File: config.mk
export PLATFORM = sky130hd
export DESIGN_NAME = m_dram_bist
export DESIGN_NICKNAME = d
export VERILOG_FILES = /design/src/rtl/m_dram_bist.sv
export SDC_FILE = /design/constraint.sdc
export NUM_CORES = 1
export LEC_CHECK = 0
export CAP_MARGIN = 25
export CORE_MARGIN = 4
export CORE_UTILIZATION = 40
export DETAILED_ROUTE_END_ITERATION = 6
export SLEW_MARGIN = 20
export SYNTH_ARGS = -nofsm -noshare
export SYNTH_HDL_FRONTEND = slang
export SYNTH_SLANG_ARGS = --single-unit
File: constraint.sdc
create_clock -name w_clk -period 5.17 [get_ports w_clk]
set_clock_uncertainty 0.05 [all_clocks]
set_input_delay 1.034 -clock w_clk [delete_from_list [all_inputs] [get_ports w_clk]]
set_output_delay 1.034 -clock w_clk [all_outputs]
set_load 0.05 [all_outputs]
File: src/rtl/m_dram_bist.sv
// m_dram_bist: DDR3 pattern write/readback self test on the MIG app_* interface.
// Build option DRAM_BIST_STOP_ON_ERR_EN: stop issuing reads at the first mismatch.
module m_dram_bist #(
   parameter int ADDR_WIDTH      = 29,
   parameter int DATA_WIDTH      = 128,
   parameter int MASK_WIDTH      = 16,
   parameter int ADDR_STEP       = 8,
   parameter int MAX_OUTSTANDING = 16
) (
   input  logic                  w_clk,
   input  logic                  w_rst_n,
   input  logic                  w_calib_done,
   input  logic                  w_start,
   input  logic [1:0]            w_mode,
   input  logic [ADDR_WIDTH-1:0] w_base_addr,
   input  logic [ADDR_WIDTH-1:0] w_last_addr,
   output logic [ADDR_WIDTH-1:0] app_addr,
   output logic [2:0]            app_cmd,
   output logic                  app_en,
   output logic [DATA_WIDTH-1:0] app_wdf_data,
   output logic                  app_wdf_wren,
   output logic                  app_wdf_end,
   output logic [MASK_WIDTH-1:0] app_wdf_mask,
   input  logic                  app_rdy,
   input  logic                  app_wdf_rdy,
   input  logic [DATA_WIDTH-1:0] app_rd_data,
   input  logic                  app_rd_data_valid,
   output logic                  r_busy,
   output logic                  r_done,
   output logic [31:0]           r_err_cnt,
   output logic [ADDR_WIDTH-1:0] r_first_err_addr,
   output logic [31:0]           r_sum,
   output logic [2:0]            r_state
);

   localparam int LANES = DATA_WIDTH / 32;
   localparam int OW    = $clog2(MAX_OUTSTANDING) + 1;
   localparam logic [ADDR_WIDTH-1:0] STEP = ADDR_WIDTH'(ADDR_STEP);
   localparam logic [OW-1:0] MAX_OUT = OW'(MAX_OUTSTANDING);
`ifdef DRAM_BIST_STOP_ON_ERR_EN
   localparam logic STOP_EN = 1'b1;
`else
   localparam logic STOP_EN = 1'b0;
`endif

   typedef enum logic [2:0] {
      IDLE  = 3'd0,
      WRITE = 3'd1,
      WWAIT = 3'd2,
      RINIT = 3'd3,
      READ  = 3'd4,
      DONE  = 3'd5
   } state_t;

   state_t                state_q, state_d;
   logic [1:0]            mode_q, mode_d;
   logic [ADDR_WIDTH-1:0] base_q, base_d, last_q, last_d;
   logic [ADDR_WIDTH-1:0] addr_q, addr_d, cmp_q, cmp_d;
   logic [ADDR_WIDTH-1:0] first_q, first_d;
   logic [31:0]           wlfsr_q, wlfsr_d, rlfsr_q, rlfsr_d;
   logic [31:0]           err_q, err_d, sum_q, sum_d;
   logic [OW-1:0]         outst_q, outst_d;
   logic                  en_q, en_d, wren_q, wren_d;
   logic                  issued_q, issued_d, cmpd_q, cmpd_d;
   logic                  seen_q, seen_d, stop_q, stop_d;
   logic                  acc, wacc, rv;

   function automatic logic [31:0] lfsr_step(input logic [31:0] l);
      return {l[30:0], l[31] ^ l[21] ^ l[1] ^ l[0]};
   endfunction

   function automatic logic [DATA_WIDTH-1:0] pattern(
      input logic [1:0]            m,
      input logic [ADDR_WIDTH-1:0] a,
      input logic [31:0]           l
   );
      logic [31:0] a32, v;
      pattern = '0;
      a32     = 32'(a);
      for (int i = 0; i < LANES; i++) begin
         unique case (m)
            2'd0:    v = 32'h1;
            2'd1:    v = a32 + 32'(i);
            2'd2:    v = ~(a32 + 32'(i));
            default: v = i[0] ? ~l : l;
         endcase
         pattern[i*32 +: 32] = v;
      end
   endfunction

   always_comb begin
      state_d  = state_q;
      mode_d   = mode_q;
      base_d   = base_q;
      last_d   = last_q;
      addr_d   = addr_q;
      cmp_d    = cmp_q;
      first_d  = first_q;
      wlfsr_d  = wlfsr_q;
      rlfsr_d  = rlfsr_q;
      err_d    = err_q;
      sum_d    = sum_q;
      outst_d  = outst_q;
      en_d     = en_q;
      wren_d   = wren_q;
      issued_d = issued_q;
      cmpd_d   = cmpd_q;
      seen_d   = seen_q;
      stop_d   = stop_q;
      acc      = en_q & app_rdy;
      wacc     = wren_q & app_wdf_rdy;
      rv       = app_rd_data_valid && (state_q == READ) && !cmpd_q;
      unique case (state_q)
         IDLE: begin
            if (w_start && w_calib_done) begin
               state_d = WRITE;
               mode_d  = w_mode;
               base_d  = w_base_addr;
               last_d  = (w_last_addr < w_base_addr) ? w_base_addr : w_last_addr;
               addr_d  = w_base_addr;
               wlfsr_d = 32'h1;
               en_d    = 1'b1;
               wren_d  = 1'b1;
               err_d   = '0;
               sum_d   = '0;
               first_d = '0;
               seen_d  = 1'b0;
               stop_d  = 1'b0;
            end
         end
         WRITE: begin
            if (acc) en_d = 1'b0;
            if (wacc) wren_d = 1'b0;
            if (!en_d && !wren_d && w_calib_done) state_d = WWAIT;
         end
         WWAIT: begin
            if (w_calib_done) begin
               if (addr_q == last_q) begin
                  state_d = RINIT;
               end else begin
                  addr_d  = addr_q + STEP;
                  wlfsr_d = lfsr_step(wlfsr_q);
                  en_d    = 1'b1;
                  wren_d  = 1'b1;
                  state_d = WRITE;
               end
            end
         end
         RINIT: begin
            if (w_calib_done) begin
               addr_d   = base_q;
               cmp_d    = base_q;
               rlfsr_d  = 32'h1;
               outst_d  = '0;
               issued_d = 1'b0;
               cmpd_d   = 1'b0;
               state_d  = READ;
            end
         end
         READ: begin
            if (acc) begin
               if (addr_q == last_q) issued_d = 1'b1;
               else addr_d = addr_q + STEP;
            end
            outst_d = outst_q + OW'(acc) - OW'(rv);
            if (rv) begin
               sum_d   = sum_q + app_rd_data[31:0];
               rlfsr_d = lfsr_step(rlfsr_q);
               if (cmp_q == last_q) cmpd_d = 1'b1;
               else cmp_d = cmp_q + STEP;
               if (app_rd_data != pattern(mode_q, cmp_q, rlfsr_q)) begin
                  if (err_q != '1) err_d = err_q + 32'd1;
                  if (!seen_q) first_d = cmp_q;
                  seen_d = 1'b1;
                  stop_d = stop_q | STOP_EN;
               end
            end
            // a request already on the bus is held until accepted
            if (en_q && !acc) en_d = 1'b1;
            else en_d = w_calib_done && !issued_d && !stop_d && (outst_d < MAX_OUT);
            if (w_calib_done && (cmpd_q || (stop_q && !en_q && outst_q == '0)))
               state_d = DONE;
         end
         DONE:    state_d = IDLE;
         default: state_d = IDLE;
      endcase
   end

   always_ff @(posedge w_clk or negedge w_rst_n) begin
      if (!w_rst_n) begin
         state_q  <= IDLE;
         mode_q   <= '0;
         base_q   <= '0;
         last_q   <= '0;
         addr_q   <= '0;
         cmp_q    <= '0;
         first_q  <= '0;
         wlfsr_q  <= 32'h1;
         rlfsr_q  <= 32'h1;
         err_q    <= '0;
         sum_q    <= '0;
         outst_q  <= '0;
         en_q     <= 1'b0;
         wren_q   <= 1'b0;
         issued_q <= 1'b0;
         cmpd_q   <= 1'b0;
         seen_q   <= 1'b0;
         stop_q   <= 1'b0;
      end else begin
         state_q  <= state_d;
         mode_q   <= mode_d;
         base_q   <= base_d;
         last_q   <= last_d;
         addr_q   <= addr_d;
         cmp_q    <= cmp_d;
         first_q  <= first_d;
         wlfsr_q  <= wlfsr_d;
         rlfsr_q  <= rlfsr_d;
         err_q    <= err_d;
         sum_q    <= sum_d;
         outst_q  <= outst_d;
         en_q     <= en_d;
         wren_q   <= wren_d;
         issued_q <= issued_d;
         cmpd_q   <= cmpd_d;
         seen_q   <= seen_d;
         stop_q   <= stop_d;
      end
   end

   assign app_addr         = addr_q;
   assign app_cmd          = (state_q == READ) ? 3'b001 : 3'b000;
   assign app_en           = en_q;
   assign app_wdf_data     = wren_q ? pattern(mode_q, addr_q, wlfsr_q) : '0;
   assign app_wdf_wren     = wren_q;
   assign app_wdf_end      = wren_q;
   assign app_wdf_mask     = '0;
   assign r_busy           = (state_q != IDLE);
   assign r_done           = (state_q == DONE);
   assign r_err_cnt        = err_q;
   assign r_first_err_addr = first_q;
   assign r_sum            = sum_q;
   assign r_state          = state_q;

endmodule

==> flow_summary.json <==
{
  "synth_common_cells": "423 x nand2_1, 302 x o21ai_0, 286 x dfrtp_1",
  "clk_pin_slew_worst_paths_ps": 60,
  "layout.nets": 4185,
  "syn_avg_cell_area_um2": 7.70,
  "final_cell_area_mm2": 0.0346,
  "end_kind": "output pin",
  "port_buffers": 453,
  "min_path_type": "in2async",
  "worstMarginPinSlew_ps": 1050,
  "fillers": 6531,
  "io_pins": 472,
  "coreArea_mm2": 0.0675,
  "wl_mm": 128,
  "synth_area_mm2": 0.0274,
  "fp.dieH_um": 270,
  "vias": 29643,
  "wl_per_cell_um": 26.5,
  "hold_viol_final": 0,
  "yosysSeqAreaShare_pct": 26.3,
  "first_iter_violations": 3377,
  "irDropWorstVdd_mv": 0.776,
  "synth_area_leaders": "dfrtp_1 26%, nand2_1 5.8%, o21ai_0 5.5%, xnor2_1 5.4%, mux2i_1 5.3%",
  "place_congestion": 1.04,
  "cts_root_buf": "clkbuf_16",
  "overflow": 0,
  "cts.path.max_buffers": 3,
  "yosysWarningCount": 0,
  "fin_ws_ps": 124,
  "setup_violations": 0,
  "fp-row-count": 95,
  "worstPathArrival_ps": 3960,
  "status": "finished with violations",
  "first_pass_iters": 7,
  "cts_buffers": 39,
  "min_period_ps": 5050,
  "finalSetupTns_ps": 0,
  "track_usage_pct": 33.4,
  "maxClockFrequency_mhz": 198,
  "violations": "design-rule violations",
  "synth_top_cell_by_area": "dfrtp_1",
  "hpwlAfterDp_mm": 97.2,
  "min_period_over_period_pct": 97.6,
  "synth_edf_count": 0,
  "leakagePower_nw": 14.5,
  "htreeDepth": 2,
  "critical_path_required_ps": 4090,
  "drive_gt1_share_pct": 8.50,
  "grt_start_max_net_pins": 98,
  "antenna_found_initial": 18,
  "max_cap_violations": 0,
  "grt_pass1_wl_mm": 188,
  "antenna_left": 0,
  "grt_setup_unrepaired": "false",
  "cts_sinks": 288,
  "fp.dieW_um": 270,
  "startpoint_type": "register",
  "area_growth_pct": 26.4,
  "grt_pass1_vias": 28018,
  "via_per_inst": 6.14,
  "netlist-cell-type-count": 91,
  "post-place-ws_ps": 193,
  "synth_most_common_cell": "nand2_1",
  "netlist_instances": 3556,
  "cellPowerDensity_mw_per_mm2": 677,
  "relSlewSlack_pct": 29.6,
  "crit_type": "reg2out",
  "slew_violations": 0,
  "cts_tree": "built",
  "yosys_register_bits": 288,
  "yosysTopAreaCellShare_pct": 26.1,
  "clk_latency_ps": 580,
  "drc_errors": 12,
  "place_area_mm2": 0.0332,
  "ys.flop_type": "dfrtp_1",
  "path_max_fanout": 12,
  "die_area_mm2": 0.0727,
  "synthArstFlopShare_pct": 100,
  "initial_utilization_pct": 40.6,
  "finalPower_mw": 23.4
}
## layout by cell type (no fill, tap or decap), types with 39 or more instances in the layout
master           Yosys  layout
nand2_1            423     422
clkdlybuf4s50_1      0     418
o21ai_0            302     302
dfrtp_1            286     282
nor2_1             230     226
a21oi_1            197     194
xnor2_1            168     168
buf_4               31     167
mux2i_1            145     145
nand3_1            144     143
xor2_1             129     129
a22o_1              89      89
nor3_1              87      87
inv_1               78      77
ha_1                76      75
nand4_1             71      71
and2_1              50      50
and3_1              50      50
o211ai_1            49      49
nor4_1              44      44
nand2b_1            41      41
clkbuf_16            0      39
## repair_timing
item | CTS | global route
hold endpoints to repair | 0 | 0
endpoints found under the setup margin | 1 | 18
pin swaps | 0 | 1
setup buffers | 0 | 2
hold buffers | 0 | 0
resized for setup | 1 | 14
## registers in the layout, indices dropped and copies added (netlist names)
name	flops
wlfsr_q	32
r_sum	32
cmpd_q	1
r_first_err_addr	29
outst_q	5
cmp_q	29
app_addr	29
app_en	1
r_state	3
mode_q	2
r_err_cnt	32
seen_q	1
last_q	29
rlfsr_q	32
issued_q	1
app_wdf_end	1
base_q	29
## cell families after synthesis
| group | Yosys count | synth area share, % |
|---|---|---|
| flops | 288 | 26.3 |
| buf+inv | 402 | 6.27 |
| simple gates | 1329 | 24.4 |
| fa+ha+maj | 78 | 3.62 |
| other cells | 1 | 0.0137 |
| mux | 156 | 5.75 |
| xor+xnor | 297 | 9.49 |
| compound gates | 1005 | 24.2 |
## path summary, 6_finish.rpt
path | end | slack [ps] | start | depth (start not counted)
max in group asynchronous | r_sum[19] | 3500 | w_rst_n | 2
max reg2reg | r_first_err_addr[11] | 240 | mode_q[0] | 14
min in group w_clk | issued_q | 430 | issued_q | 1
min | r_err_cnt[14] | 410 | w_rst_n | 1
min reg2reg | issued_q | 430 | issued_q | 1
max | app_wdf_data[82] | 120 | app_addr[9] | 9
## routing by layer
metal  up-vias  share of wire, %  routed length [um]  global-route usage [%]
li1      13666                 -                   -                       -
met1     14204                41               52100                    43.8
met2      1492                45               58100                    53.9
met3       275               8.9               11400                    6.78
met4         6               4.8                6120                    13.5
met5         -             0.029                  37                       0
## layout make-up
cell class / instances / area (um^2) / share of cell area, %
multi-input cells: 2883 / 18600 / 53.7
flip-flops and latches: 288 / 7220 / 20.8
repair buffers: 620 / 6040 / 17.4
clock buffers: 52 / 1100 / 3.19
well taps: 873 / 1090 / 3.15
inverters: 80 / 303 / 0.874
clock inverters: 17 / 243 / 0.701
diodes: 14 / 35.0 / 0.101
## stage by stage
step | hold WS (ps) | util (%) | std cells
6_report | 406 | 51.3 | 4827
5_1_grt | 461 | 51.3 | 4817
4_1_cts | 429 | 51.2 | 4811
3_5_place_dp | 416 | 49.2 | 4742
3_3_place_gp | 410 | 49.1 | 4740
2_1_floorplan | 400 | - | 3573
## critical path, cell delays in order, from the launching register on
cell and delay (ps):
dfrtp_1 660, nand2_1 290, nor2_1 200, nand2_1 150
or2_2 440, nor2_1 160, xor2_1 190, o221ai_1 140
a21oi_1 280, clkdlybuf4s50_1 860
## report_power, final
part	total, mW	switching, mW	internal [mW]
Clock	2.94	1.18	1.76
Sequential	4.18	1.25	2.93
Combinational	16.3	10.6	5.71
(Power assumes the default switching activity.)
